$ cat src/rtl/commit_monitor_pkg.sv
// Shared types for the commit monitor: trace entry layout, halt causes,
// core exception codes and the monitor state encoding.
package commit_pkg;

  localparam int TRACE_XLEN = 32;
  localparam int ARN_W      = 5;

  typedef enum logic [3:0] {
    NO_ERROR            = 4'd0,
    LOAD_ACCESS_FAULT   = 4'd1,
    STORE_ACCESS_FAULT  = 4'd2,
    ILLEGAL_INSTRUCTION = 4'd3,
    HALTED_ON_WFI       = 4'd4,
    HALTED_ON_EBREAK    = 4'd5
  } EXCEPTION_CODE;

  typedef struct packed {
    logic [TRACE_XLEN-1:0] pc;
    logic                  wr_en;
    logic [ARN_W-1:0]      arn;
    logic [TRACE_XLEN-1:0] data;
  } trace_entry_t;

  typedef enum logic [1:0] {
    HC_NONE  = 2'd0,
    HC_ERROR = 2'd1,
    HC_WDOG  = 2'd2
  } halt_cause_e;

  typedef enum logic {
    ST_RUN,
    ST_HALTED
  } mon_state_e;

  // A load access fault is recoverable by the core, so it is not fatal here.
  function automatic logic is_fatal(input EXCEPTION_CODE code);
    return (code != NO_ERROR) && (code != LOAD_ACCESS_FAULT);
  endfunction

endpackage

$ cat src/rtl/commit_monitor_if.sv
// Commit-port and trace-port bundle between the core side (master) and the
// commit monitor (slave).
interface commit_monitor_if
  import commit_pkg::*;
#(
  parameter int WAYS  = 2,
  parameter int XLEN  = 32,
  parameter int DEPTH = 16
);

  logic [WAYS-1:0]         commit_valid;
  logic [WAYS*XLEN-1:0]    commit_pc;
  logic [WAYS-1:0]         commit_wr_en;
  logic [WAYS*ARN_W-1:0]   commit_arn;
  logic [WAYS*XLEN-1:0]    commit_data;
  EXCEPTION_CODE           error_status;
  logic                    trace_ready;
  logic                    trace_valid;
  trace_entry_t            trace_entry;
  logic [$clog2(DEPTH):0]  trace_count;
  logic                    stall_req;
  logic                    overflow;

  modport master (
    output commit_valid, commit_pc, commit_wr_en, commit_arn, commit_data,
           error_status, trace_ready,
    input  trace_valid, trace_entry, trace_count, stall_req, overflow
  );

  modport slave (
    input  commit_valid, commit_pc, commit_wr_en, commit_arn, commit_data,
           error_status, trace_ready,
    output trace_valid, trace_entry, trace_count, stall_req, overflow
  );

endinterface

$ cat src/rtl/commit_monitor_trace_fifo.sv
// Circular trace buffer: up to WAYS compacted writes and one read per cycle;
// pointers carry an extra wrap bit so occupancy is their difference.
module commit_trace_fifo
  import commit_pkg::*;
#(
  parameter int WAYS  = 2,
  parameter int DEPTH = 16
) (
  input  logic                   clock,
  input  logic                   reset,
  input  logic                   clear,
  input  logic [WAYS-1:0]        wr_mask,
  input  trace_entry_t           wr_data [WAYS],
  input  logic                   rd_en,
  output logic                   rd_valid,
  output trace_entry_t           rd_entry,
  output logic [$clog2(DEPTH):0] count
);

  localparam int AW = $clog2(DEPTH);
  localparam int CW = AW + 1;

  trace_entry_t  mem [DEPTH];
  logic [CW-1:0] wr_ptr;
  logic [CW-1:0] rd_ptr;
  logic [CW-1:0] wr_num;
  logic [AW-1:0] wr_addr [WAYS];
  logic [AW-1:0] slot_ofs;
  logic          pop;

  // Each valid way takes the next free slot so invalid ways leave no holes.
  always_comb begin
    slot_ofs = '0;
    for (int w = 0; w < WAYS; w++) begin
      wr_addr[w] = wr_ptr[AW-1:0] + slot_ofs;
      slot_ofs   = slot_ofs + AW'(wr_mask[w]);
    end
  end

  assign wr_num   = CW'($countones(wr_mask));
  assign count    = wr_ptr - rd_ptr;
  assign rd_valid = (count != '0);
  assign rd_entry = mem[rd_ptr[AW-1:0]];
  assign pop      = rd_en && rd_valid;

  always_ff @(posedge clock or negedge reset) begin
    if (!reset) begin
      wr_ptr <= '0;
      rd_ptr <= '0;
    end else if (clear) begin
      wr_ptr <= '0;
      rd_ptr <= '0;
    end else begin
      wr_ptr <= wr_ptr + wr_num;
      if (pop) rd_ptr <= rd_ptr + CW'(1);
    end
  end

  always_ff @(posedge clock) begin
    for (int w = 0; w < WAYS; w++) begin
      if (wr_mask[w] && !clear) mem[wr_addr[w]] <= wr_data[w];
    end
  end

endmodule

$ cat src/rtl/commit_monitor.sv
// Retirement monitor on the ROB commit port: traces committed instructions,
// counts cycles/instructions and halts on fatal errors or commit starvation.
module commit_monitor
  import commit_pkg::*;
#(
  parameter int WAYS       = 2,
  parameter int XLEN       = 32,
  parameter int DEPTH      = 16,
  parameter int CNT_W      = 64,
  parameter int WDOG_W     = 16,
  parameter int WDOG_LIMIT = 50000
) (
  input  logic              clock,
  input  logic              reset,
  input  logic              clear,
  commit_monitor_if.slave   bus,
  output logic [CNT_W-1:0]  cycle_count,
  output logic [CNT_W-1:0]  instr_count,
  output logic              halt,
  output halt_cause_e       halt_cause
);

  localparam int CW = $clog2(DEPTH) + 1;

  mon_state_e        state;
  logic [WDOG_W-1:0] wdog;
  logic [WDOG_W-1:0] wdog_next;
  logic [CW-1:0]     n;
  logic [CW-1:0]     pop_n;
  logic [CW-1:0]     occ_next;
  logic              running;
  logic              fits;
  logic              accept;
  logic              drop;
  logic              wdog_hit;
  logic              stall_q;
  logic              overflow_q;
  logic [WAYS-1:0]   wr_mask;
  trace_entry_t      wr_data [WAYS];

  // A group is written whole or not at all, judged against post-pop occupancy.
  always_comb begin
    running  = (state == ST_RUN);
    n        = CW'($countones(bus.commit_valid));
    pop_n    = CW'(bus.trace_valid && bus.trace_ready);
    fits     = (bus.trace_count - pop_n + n) <= CW'(DEPTH);
    accept   = running && fits;
    drop     = running && !fits;
    wr_mask  = accept ? bus.commit_valid : '0;
    occ_next = bus.trace_count - pop_n + (accept ? n : '0);
    wdog_next = (n != '0)     ? '0 :
                (wdog == '1)  ? wdog : wdog + WDOG_W'(1);
    wdog_hit  = (wdog_next >= WDOG_W'(WDOG_LIMIT));
    for (int w = 0; w < WAYS; w++) begin
      wr_data[w].pc    = bus.commit_pc[w*XLEN +: XLEN];
      wr_data[w].wr_en = bus.commit_wr_en[w];
      wr_data[w].arn   = bus.commit_arn[w*ARN_W +: ARN_W];
      wr_data[w].data  = bus.commit_data[w*XLEN +: XLEN];
    end
  end

  commit_trace_fifo #(
    .WAYS  (WAYS),
    .DEPTH (DEPTH)
  ) u_fifo (
    .clock    (clock),
    .reset    (reset),
    .clear    (clear),
    .wr_mask  (wr_mask),
    .wr_data  (wr_data),
    .rd_en    (bus.trace_ready),
    .rd_valid (bus.trace_valid),
    .rd_entry (bus.trace_entry),
    .count    (bus.trace_count)
  );

  // Error takes priority over the watchdog when both fire in the same cycle.
  always_ff @(posedge clock or negedge reset) begin
    if (!reset) begin
      state       <= ST_RUN;
      cycle_count <= '0;
      instr_count <= '0;
      wdog        <= '0;
      halt        <= 1'b0;
      halt_cause  <= HC_NONE;
      overflow_q  <= 1'b0;
      stall_q     <= 1'b0;
    end else if (clear) begin
      state       <= ST_RUN;
      cycle_count <= '0;
      instr_count <= '0;
      wdog        <= '0;
      halt        <= 1'b0;
      halt_cause  <= HC_NONE;
      overflow_q  <= 1'b0;
      stall_q     <= 1'b0;
    end else begin
      stall_q <= (CW'(DEPTH) - occ_next) < CW'(WAYS);
      if (state == ST_RUN) begin
        cycle_count <= cycle_count + CNT_W'(1);
        instr_count <= instr_count + CNT_W'(n);
        wdog        <= wdog_next;
        if (drop) overflow_q <= 1'b1;
        if (is_fatal(bus.error_status)) begin
          state      <= ST_HALTED;
          halt       <= 1'b1;
          halt_cause <= HC_ERROR;
        end else if (wdog_hit) begin
          state      <= ST_HALTED;
          halt       <= 1'b1;
          halt_cause <= HC_WDOG;
        end
      end
    end
  end

  assign bus.stall_req = stall_q;
  assign bus.overflow  = overflow_q;

endmodule

$ cat src/flat_wrapper.sv
// flat-port wrapper written by rule: the top's interface ports become plain ports
module commit_monitor_flat import commit_pkg::*;
#(
  parameter int WAYS       = 2,
  parameter int XLEN       = 32,
  parameter int DEPTH      = 16,
  parameter int CNT_W      = 64,
  parameter int WDOG_W     = 16,
  parameter int WDOG_LIMIT = 50000
)
  (clock, reset, clear, cycle_count, instr_count, halt, halt_cause, bus_commit_valid, bus_commit_pc, bus_commit_wr_en, bus_commit_arn, bus_commit_data, bus_error_status, bus_trace_ready, bus_trace_valid, bus_trace_entry, bus_trace_count, bus_stall_req, bus_overflow);
  commit_monitor_if #(.WAYS(WAYS), .XLEN(XLEN), .DEPTH(DEPTH)) bus_i ();
  input  logic clock;
  input  logic reset;
  input  logic clear;
  output logic [CNT_W-1:0] cycle_count;
  output logic [CNT_W-1:0] instr_count;
  output logic halt;
  output halt_cause_e halt_cause;
  input wire logic [$bits(bus_i.commit_valid)-1:0] bus_commit_valid;
  input wire logic [$bits(bus_i.commit_pc)-1:0] bus_commit_pc;
  input wire logic [$bits(bus_i.commit_wr_en)-1:0] bus_commit_wr_en;
  input wire logic [$bits(bus_i.commit_arn)-1:0] bus_commit_arn;
  input wire logic [$bits(bus_i.commit_data)-1:0] bus_commit_data;
  input wire logic [$bits(bus_i.error_status)-1:0] bus_error_status;
  input wire logic [$bits(bus_i.trace_ready)-1:0] bus_trace_ready;
  output wire logic [$bits(bus_i.trace_valid)-1:0] bus_trace_valid;
  output wire logic [$bits(bus_i.trace_entry)-1:0] bus_trace_entry;
  output wire logic [$bits(bus_i.trace_count)-1:0] bus_trace_count;
  output wire logic [$bits(bus_i.stall_req)-1:0] bus_stall_req;
  output wire logic [$bits(bus_i.overflow)-1:0] bus_overflow;
  assign bus_i.commit_valid = bus_commit_valid;
  assign bus_i.commit_pc = bus_commit_pc;
  assign bus_i.commit_wr_en = bus_commit_wr_en;
  assign bus_i.commit_arn = bus_commit_arn;
  assign bus_i.commit_data = bus_commit_data;
  assign bus_i.error_status = bus_error_status;
  assign bus_i.trace_ready = bus_trace_ready;
  assign bus_trace_valid = bus_i.trace_valid;
  assign bus_trace_entry = bus_i.trace_entry;
  assign bus_trace_count = bus_i.trace_count;
  assign bus_stall_req = bus_i.stall_req;
  assign bus_overflow = bus_i.overflow;
  commit_monitor #(.WAYS(WAYS), .XLEN(XLEN), .DEPTH(DEPTH), .CNT_W(CNT_W), .WDOG_W(WDOG_W), .WDOG_LIMIT(WDOG_LIMIT)) u_core (.clock(clock), .reset(reset), .clear(clear), .bus(bus_i), .cycle_count(cycle_count), .instr_count(instr_count), .halt(halt), .halt_cause(halt_cause));
endmodule
$ cat config.mk
export PLATFORM = sky130hd
export DESIGN_NAME = commit_monitor_flat
export DESIGN_NICKNAME = d
export VERILOG_FILES = /design/src/rtl/commit_monitor_pkg.sv /design/src/rtl/commit_monitor_if.sv /design/src/rtl/commit_monitor_trace_fifo.sv /design/src/rtl/commit_monitor.sv /design/src/flat_wrapper.sv
export SDC_FILE = /design/constraint.sdc
export NUM_CORES = 2
export LEC_CHECK = 0
export BUFFER_PORTS_ARGS = -buffer_cell sky130_fd_sc_hd__clkbuf_2
export CAP_MARGIN = 10
export CORE_ASPECT_RATIO = 0.5
export CORE_UTILIZATION = 40
export CTS_CLUSTER_DIAMETER = 80
export DETAILED_ROUTE_END_ITERATION = 6
export PLACE_DENSITY = 0.56
export SETUP_SLACK_MARGIN = 0.1
export SYNTH_ARGS = -nofsm -noshare
export SYNTH_HDL_FRONTEND = slang
export SYNTH_HIERARCHICAL = 1
export SYNTH_SLANG_ARGS = --single-unit
$ cat constraint.sdc
create_clock -name clock -period 9.3 [get_ports clock]
set_input_delay 0.93 -clock clock [delete_from_list [all_inputs] [get_ports clock]]
set_output_delay 0.93 -clock clock [all_outputs]
set_load 0.02 [all_outputs]
Word-level counts from Yosys, hierarchy flattened
Memories as Yosys holds them, arrays and structs flattened.
Index checks and enable logic that the tools add are counted.
{"block": "op_classes", "n_reduce_logical": 16, "n_div": 0, "n_addsub": 13, "n_lt_le_gt_ge": 3, "mul": 0, "eq_ne": 3, "shifts": 0, "bitwise": 1, "n_mux": 33}
{"op": "$mux 64", "count": 4}
{"op": "$add 64x1->64 const B", "count": 1}
{"op": "$add 64x5->64", "count": 1}
{"op": "$mux 16", "count": 4}
{"op": "$mux 5", "count": 4}
{"op": "$add 16x1->16 const B", "count": 1}
{"op": "$eq 16x16->1 const B", "count": 1}
{"op": "$ge 16x16->1 const B", "count": 1}
{"op": "$mux 1", "count": 16}
{"op": "$add 5x5->5", "count": 2}
{"op": "$mux 2", "count": 5}
{"op": "$reduce_bool 5->1", "count": 2}
{"op": "$logic_and 1x1->1", "count": 6}
{"op": "$add 5x1->5 const B", "count": 1}
{"op": "$add 5x2->5", "count": 1}
{"op": "$le 5x5->1 const B", "count": 1}
{"op": "$lt 5x2->1 const B", "count": 1}
{"op": "$sub 5x1->5", "count": 1}
{"op": "$sub 5x5->5", "count": 1}
{"op": "$sub 5x5->5 const A", "count": 1}
{"op": "$add 1x1->2", "count": 2}
{"op": "$add 4x1->4", "count": 1}
{"op": "$ne 4x1->1 const B", "count": 1}
{"op": "$reduce_and 2->1", "count": 2}
{"op": "other kinds (6)", "count": 8}
{"block": "word_totals", "latchBits": 0, "mem_bits_rw": 1120, "regBits": 160, "out_inout_bits": 209, "input_bits": 150, "mem_count": 1, "wordCells": 80, "mem_bits_ro": 0}
{"name": "u_core.u_fifo.mem", "words": 16, "word_bits": 70, "read_ports": 1, "rd_clocked_by_memory_dff": 0, "write_ports": 2, "line_no": "commit_monitor_trace_fifo.sv:23", "rtl": "trace_entry_t mem [DEPTH];"}

Depth between registers and ports, before layout
{"block": "logic_depth", "depth_word": 12, "ltp_mapped": 27, "mapped_depth_nobuf": 27}

Cells and area by module
Netlist, hierarchy kept.
{"module": "commit_trace_fifo", "area_each_um2": 57437.6, "n_inst": 1, "cells_each": 3065}
{"module": "commit_monitor", "area_each_um2": 8066.5, "n_inst": 1, "cells_each": 881}

Worst setup path after synthesis
Ideal clock, no wire load.
{"block": "synth_timing", "path_type": "flip-flop to flip-flop", "startpoint": "register u_core.u_fifo.rd_ptr[1]", "endpoint": "memory u_core/u_fifo/mem[1][0] (netlist name), enable pin", "required_ps": 8705, "path_slack_ps": -1015, "period_less_slack_ps": 10315, "path_stages_with_launch": 23, "t_arrival_ps": 9721, "path_cell_list": "dfrtp_1 -> clkbuf_1 -> clkbuf_1 -> inv_1 -> fa_1 -> xor2_1 -> nor4_1 -> mux2_2 -> nand2_1 -> and2_1 -> ha_1 -> ha_1 -> inv_1 -> ha_1 -> a21oi_1 -> xor2_1 -> o22ai_1 -> a21oi_1 -> nor3_1 -> nand2b_1 -> nor2_1 -> nand2_1 -> o21ai_0"}
{"element": "start: declaration", "line_no": "commit_monitor_trace_fifo.sv:25", "rtl": "logic [CW-1:0] rd_ptr;"}
{"element": "start signal: assignment", "line_no": "commit_monitor_trace_fifo.sv:55", "rtl": "if (pop) rd_ptr <= rd_ptr + CW'(1);"}
{"element": "end: declaration", "line_no": "commit_monitor_trace_fifo.sv:23"}

==> key figures <==
Logic synthesis
  – Cell types with the highest counts after synthesis: 1120 x sky130_fd_sc_hd__edfxtp_1, 1104 x sky130_fd_sc_hd__mux2_2, 248 x sky130_fd_sc_hd__mux4_2, 204 x sky130_fd_sc_hd__clkbuf_1
  – Synth unique cells: 68
  – Yosys warning count: 6
  – Synthesized flop and latch total: 1280
  – Most common cell in the netlist: sky130_fd_sc_hd__edfxtp_1
  – Top_reg_cell synth: sky130_fd_sc_hd__edfxtp_1
  – Post-synthesis cell type with the largest combined area: sky130_fd_sc_hd__edfxtp_1
  – Post-synth top area share: 0.5134
  – Post-synthesis instance area: ~66000 um2
  – Main area contributors after synthesis: sky130_fd_sc_hd__edfxtp_1 51%, sky130_fd_sc_hd__mux2_2 19%, sky130_fd_sc_hd__mux4_2 8.5%
  – Synthesized instance count: a little under 4000
  – Mean Syn Cell Area: 16.60 um2
  – Part of the Yosys area used for sequential elements: 0.5746
  – Syn Nets: around 4100
  – EDFF count, synth: 1120
  – Asr flop ratio synth: 0.1250

Die
  – I/O pin count: 359
  – Floorplan die height: 288.1 um
  – Initial Utilization: 0.4050
  – Area of the die: 165500 um2
  – Num rows: 104
  – Core area: 161700 um2
  – Die outline width: 574.3 um

Global route
  – Sum of overflow across all layers after global routing: 0
  – Overall fraction of global-route tracks in use: 0.2297
  – Pin count of the biggest net entering global routing: 85
  – Via count of the first global-routing pass: about 38000
  – Antenna violations before repair: 8
  – First-pass GRT wire length: 275700 um

Timing
  – Crit path setup slack, layout: 1.722 ns
  – Setup Skew: 0.04673 ns
  – Peak Freq: 132.0 MHz
  – Actual transition at the worst max-transition pin: 1.246 ns
  – Number of endpoints with negative hold slack in the final report: 0
  – Number of failing setup endpoints in the final timing report: 0
  – Fin crit share: 0.8148
  – Minimum period implied by the final worst setup slack: 7.578 ns
  – Unrepaired setup endpoints after global routing: false
  – Worst hold margin: 0.2179 ns
  – Slew Limit Headroom: 0.1660
  – Number of slew-limit violations in the final report: 0

Setup path
  – Required time worst endpoint: 9.73 ns
  – Critical path arrival: 8.01 ns
  – Largest fanout of any net on the critical path: 36
  – Launching element type of the critical path: register
  – Sort of element at the end of the critical path: register
  – Critical path class: register to register

Power
  – Share of power burned in registers: 0.423
  – Sw frac: 0.2971
  – Logic pwr share: 0.269
  – NetSw: between 4 and 5 mW
  – Worst IR drop on VDD: ~180 uV
  – Clock network fraction of total power: 0.308
  – Power per cell area: 217.9 nW/um2
  – Leak: 24.92 nW
  – Internal: around 11 mW

CTS
  – Cts-stage hold buffer count: 0
  – Register clock-pin slew on the reported worst setup and hold paths: 0.07 ns
  – Setup fix buffers added after clock tree synthesis: 0
  – Worst-case clock buffer depth: 3
  – CTS tree: yes
  – Number of resized instances in the post-cts repair step: 0
  – # H-tree levels: 3
  – CTS root buf: sky130_fd_sc_hd__clkbuf_16
  – Clk_lat worst skew: 0.76 ns
  – Clock sink total: 1280
  – Number of clock buffers inserted by TritonCTS: 120

Detailed routing
  – Wire length per cell: 30.05 um
  – Number of nets still failing antenna checks after routing: 0
  – Total Wirelength: 192600 um
  – Vias per Instance: 5.899
  – First-pass DRT Iterations: 5
  – Iteration-0 DRC count of the detailed router: between 3000 and 4000
  – Post-route DRC: 0
  – Total vias in the final route: around 38000

Final layout
  – Layout Utilization: 0.4527
  – Layout cells sized above 1: 0.4761
  – Fin cells: 6410
  – Number of nets in the layout: 4310
  – Growth of design area from synthesis to finish: 11.79%

Place
  – HPWL reported at the end of detailed placement: 100500 um
  – Routability congestion estimate from global placement: around 0.80
  – Port buffer count: roughly 360
  – Number of cells in the design after placement: 6183
  – Setup slack after placement: 1.729 ns

Run
  – Max-Cap Viols: 0

Status
  – Run status: finished, final reports clean

Worst hold path
  – Worst min-delay path class: primary input to asynchronous set/reset pin
-- sequential cells by signal, indices dropped and copies added (netlist names) --
register              cells
u_core/halt               1
u_core/state              1
u_core/bus.overflow       1
u_core/u_fifo/mem      1120
u_core/u_fifo/rd_ptr      5
u_core/cycle_count       64
u_core/wdog              16
u_core/u_fifo/wr_ptr      5
u_core/halt_cause         2
u_core/instr_count       64
u_core/bus.stall_req      1
-- cell type report --
cell class	count	area [um2]
Fill cell	14170	88520
Tap cell	2173	2719
Sequential cell	1280	37650
Clock buffer	153	3198
Multi-Input combinational cell	2263	26030
Timing Repair Buffer	436	2877
Antenna cell	3	7.507
Inverter	31	121.4
Clock inverter	71	621.8
-- logic make-up after synthesis --
kind of cell             after synthesis  synth area share
multiplexers                        1479            0.3202
AND/OR/NAND/NOR                      496           0.03841
XOR/XNOR                             123           0.01645
flip-flops                          1280            0.5746
buffers and inverters                403           0.03215
adder cells (fa/ha/maj)               28          0.005921
AO/OA/AOI/OAI                        137           0.01232
-- path summary, 6_finish.rpt --
check / startpoint / to / slack [ns] / cells after the start
hold / removal: reset / u_core/instr_count[41]$_DFFE_PN0P_ / 0.22 / 1
hold reg to reg: u_core/bus.overflow$_DFFE_PN0P_ / u_core/bus.overflow$_DFFE_PN0P_ / 0.50 / 2
setup reg to reg: u_core/u_fifo/rd_ptr[3]$_DFFE_PN0P_ / u_core/u_fifo/mem[15][17]$_DFFE_PP_ / 1.72 / 23
max in group asynchronous: reset / u_core/cycle_count[33]$_DFFE_PN0P_ / 7.56 / 2
setup / recovery: u_core/u_fifo/rd_ptr[3]$_DFFE_PN0P_ / u_core/u_fifo/mem[15][17]$_DFFE_PP_ / 1.72 / 23
min in group clock: clear / u_core/u_fifo/wr_ptr[2]$_DFF_PN0_ / 0.48 / 2
-- layout by cell type, fill, tap and decap left out, drive strengths merged, types with 4 or more instances in the layout --
cell    Yosys  final
or3        23     23
nor3b       4      4
o211ai      4      4
buf       166     81
o21ai      51     51
nand2b      8      8
nor2b       9      9
nor2      160    160
mux2i       4      4
and4       21     21
a31oi       4      4
and3       18     18
mux4      350    350
o21bai      6      6
clkinv      0     57
mux2     1125   1125
ha         23     23
a21o        4      4
fa          5      5
nor4       13     13
nand3      65     65
inv        31     36
or4         4      4
bufinv      0      8
dfrtp     160    160
edfxtp   1120   1120
a21oi      49     49
nor3       17     17
nand2      99     99
and2       12     12
xor2       88     88
clkbuf    206    508
xnor2      35     35
nand4      35     35
-- power groups by stage --
stage	sequential (mW)	clock, mW	combinational, mW
4_1_cts	6.75	5.03	4.38
3_5_place_dp	6.87	0	4.37
2_1_floorplan	6.86	0	3.07
3_3_place_gp	6.85	0	4.33
5_1_grt	6.77	5.24	4.58
6_report	6.74	4.91	4.30
-- critical path, cell delays in order (launching register included) --
cell,delay (ns)
sky130_fd_sc_hd__dfrtp_4,1.08
sky130_fd_sc_hd__inv_1,0.25
sky130_fd_sc_hd__ha_1,0.42
sky130_fd_sc_hd__a21oi_1,0.10
sky130_fd_sc_hd__xnor2_1,0.51
sky130_fd_sc_hd__nand2_1,0.15
sky130_fd_sc_hd__and2_1,0.20
sky130_fd_sc_hd__ha_1,0.20
sky130_fd_sc_hd__ha_1,0.30
sky130_fd_sc_hd__inv_1,0.13
sky130_fd_sc_hd__ha_1,0.25
sky130_fd_sc_hd__a21oi_1,0.17
sky130_fd_sc_hd__xor2_1,0.15
sky130_fd_sc_hd__o22ai_1,0.09
sky130_fd_sc_hd__a21oi_1,0.35
sky130_fd_sc_hd__nor3_1,0.09
sky130_fd_sc_hd__buf_4,0.18
sky130_fd_sc_hd__ha_1,0.21
sky130_fd_sc_hd__ha_1,0.22
sky130_fd_sc_hd__nand2b_1,0.17
sky130_fd_sc_hd__o22ai_1,0.29
sky130_fd_sc_hd__and2_4,0.65
sky130_fd_sc_hd__o21bai_4,0.54
sky130_fd_sc_hd__buf_4,0.45
-- metrics by stage --
step | setup TNS [ns] | power, mW | area, um2
final | 0 | 15.95 | 73220
after detailed placement | 0 | 11.23 | 69400
after global routing | 0 | 16.59 | 73220
after CTS | 0 | 16.15 | 73220
after floorplan | -695.06 | 9.928 | 65500
after global placement | 0 | 11.18 | 69400
-- per-layer routing --
| layer | vias up | track usage | routed length [um] |
|---|---|---|---|
| li1 | 16050 | - | - |
| met1 | 20370 | 0.3257 | 85840 |
| met2 | 1166 | 0.3779 | 92300 |
| met3 | 220 | 0.03529 | 11280 |
| met4 | 6 | 0.04469 | 3178 |
| met5 | - | 0 | 36 |
(Power assumes the default switching activity.)
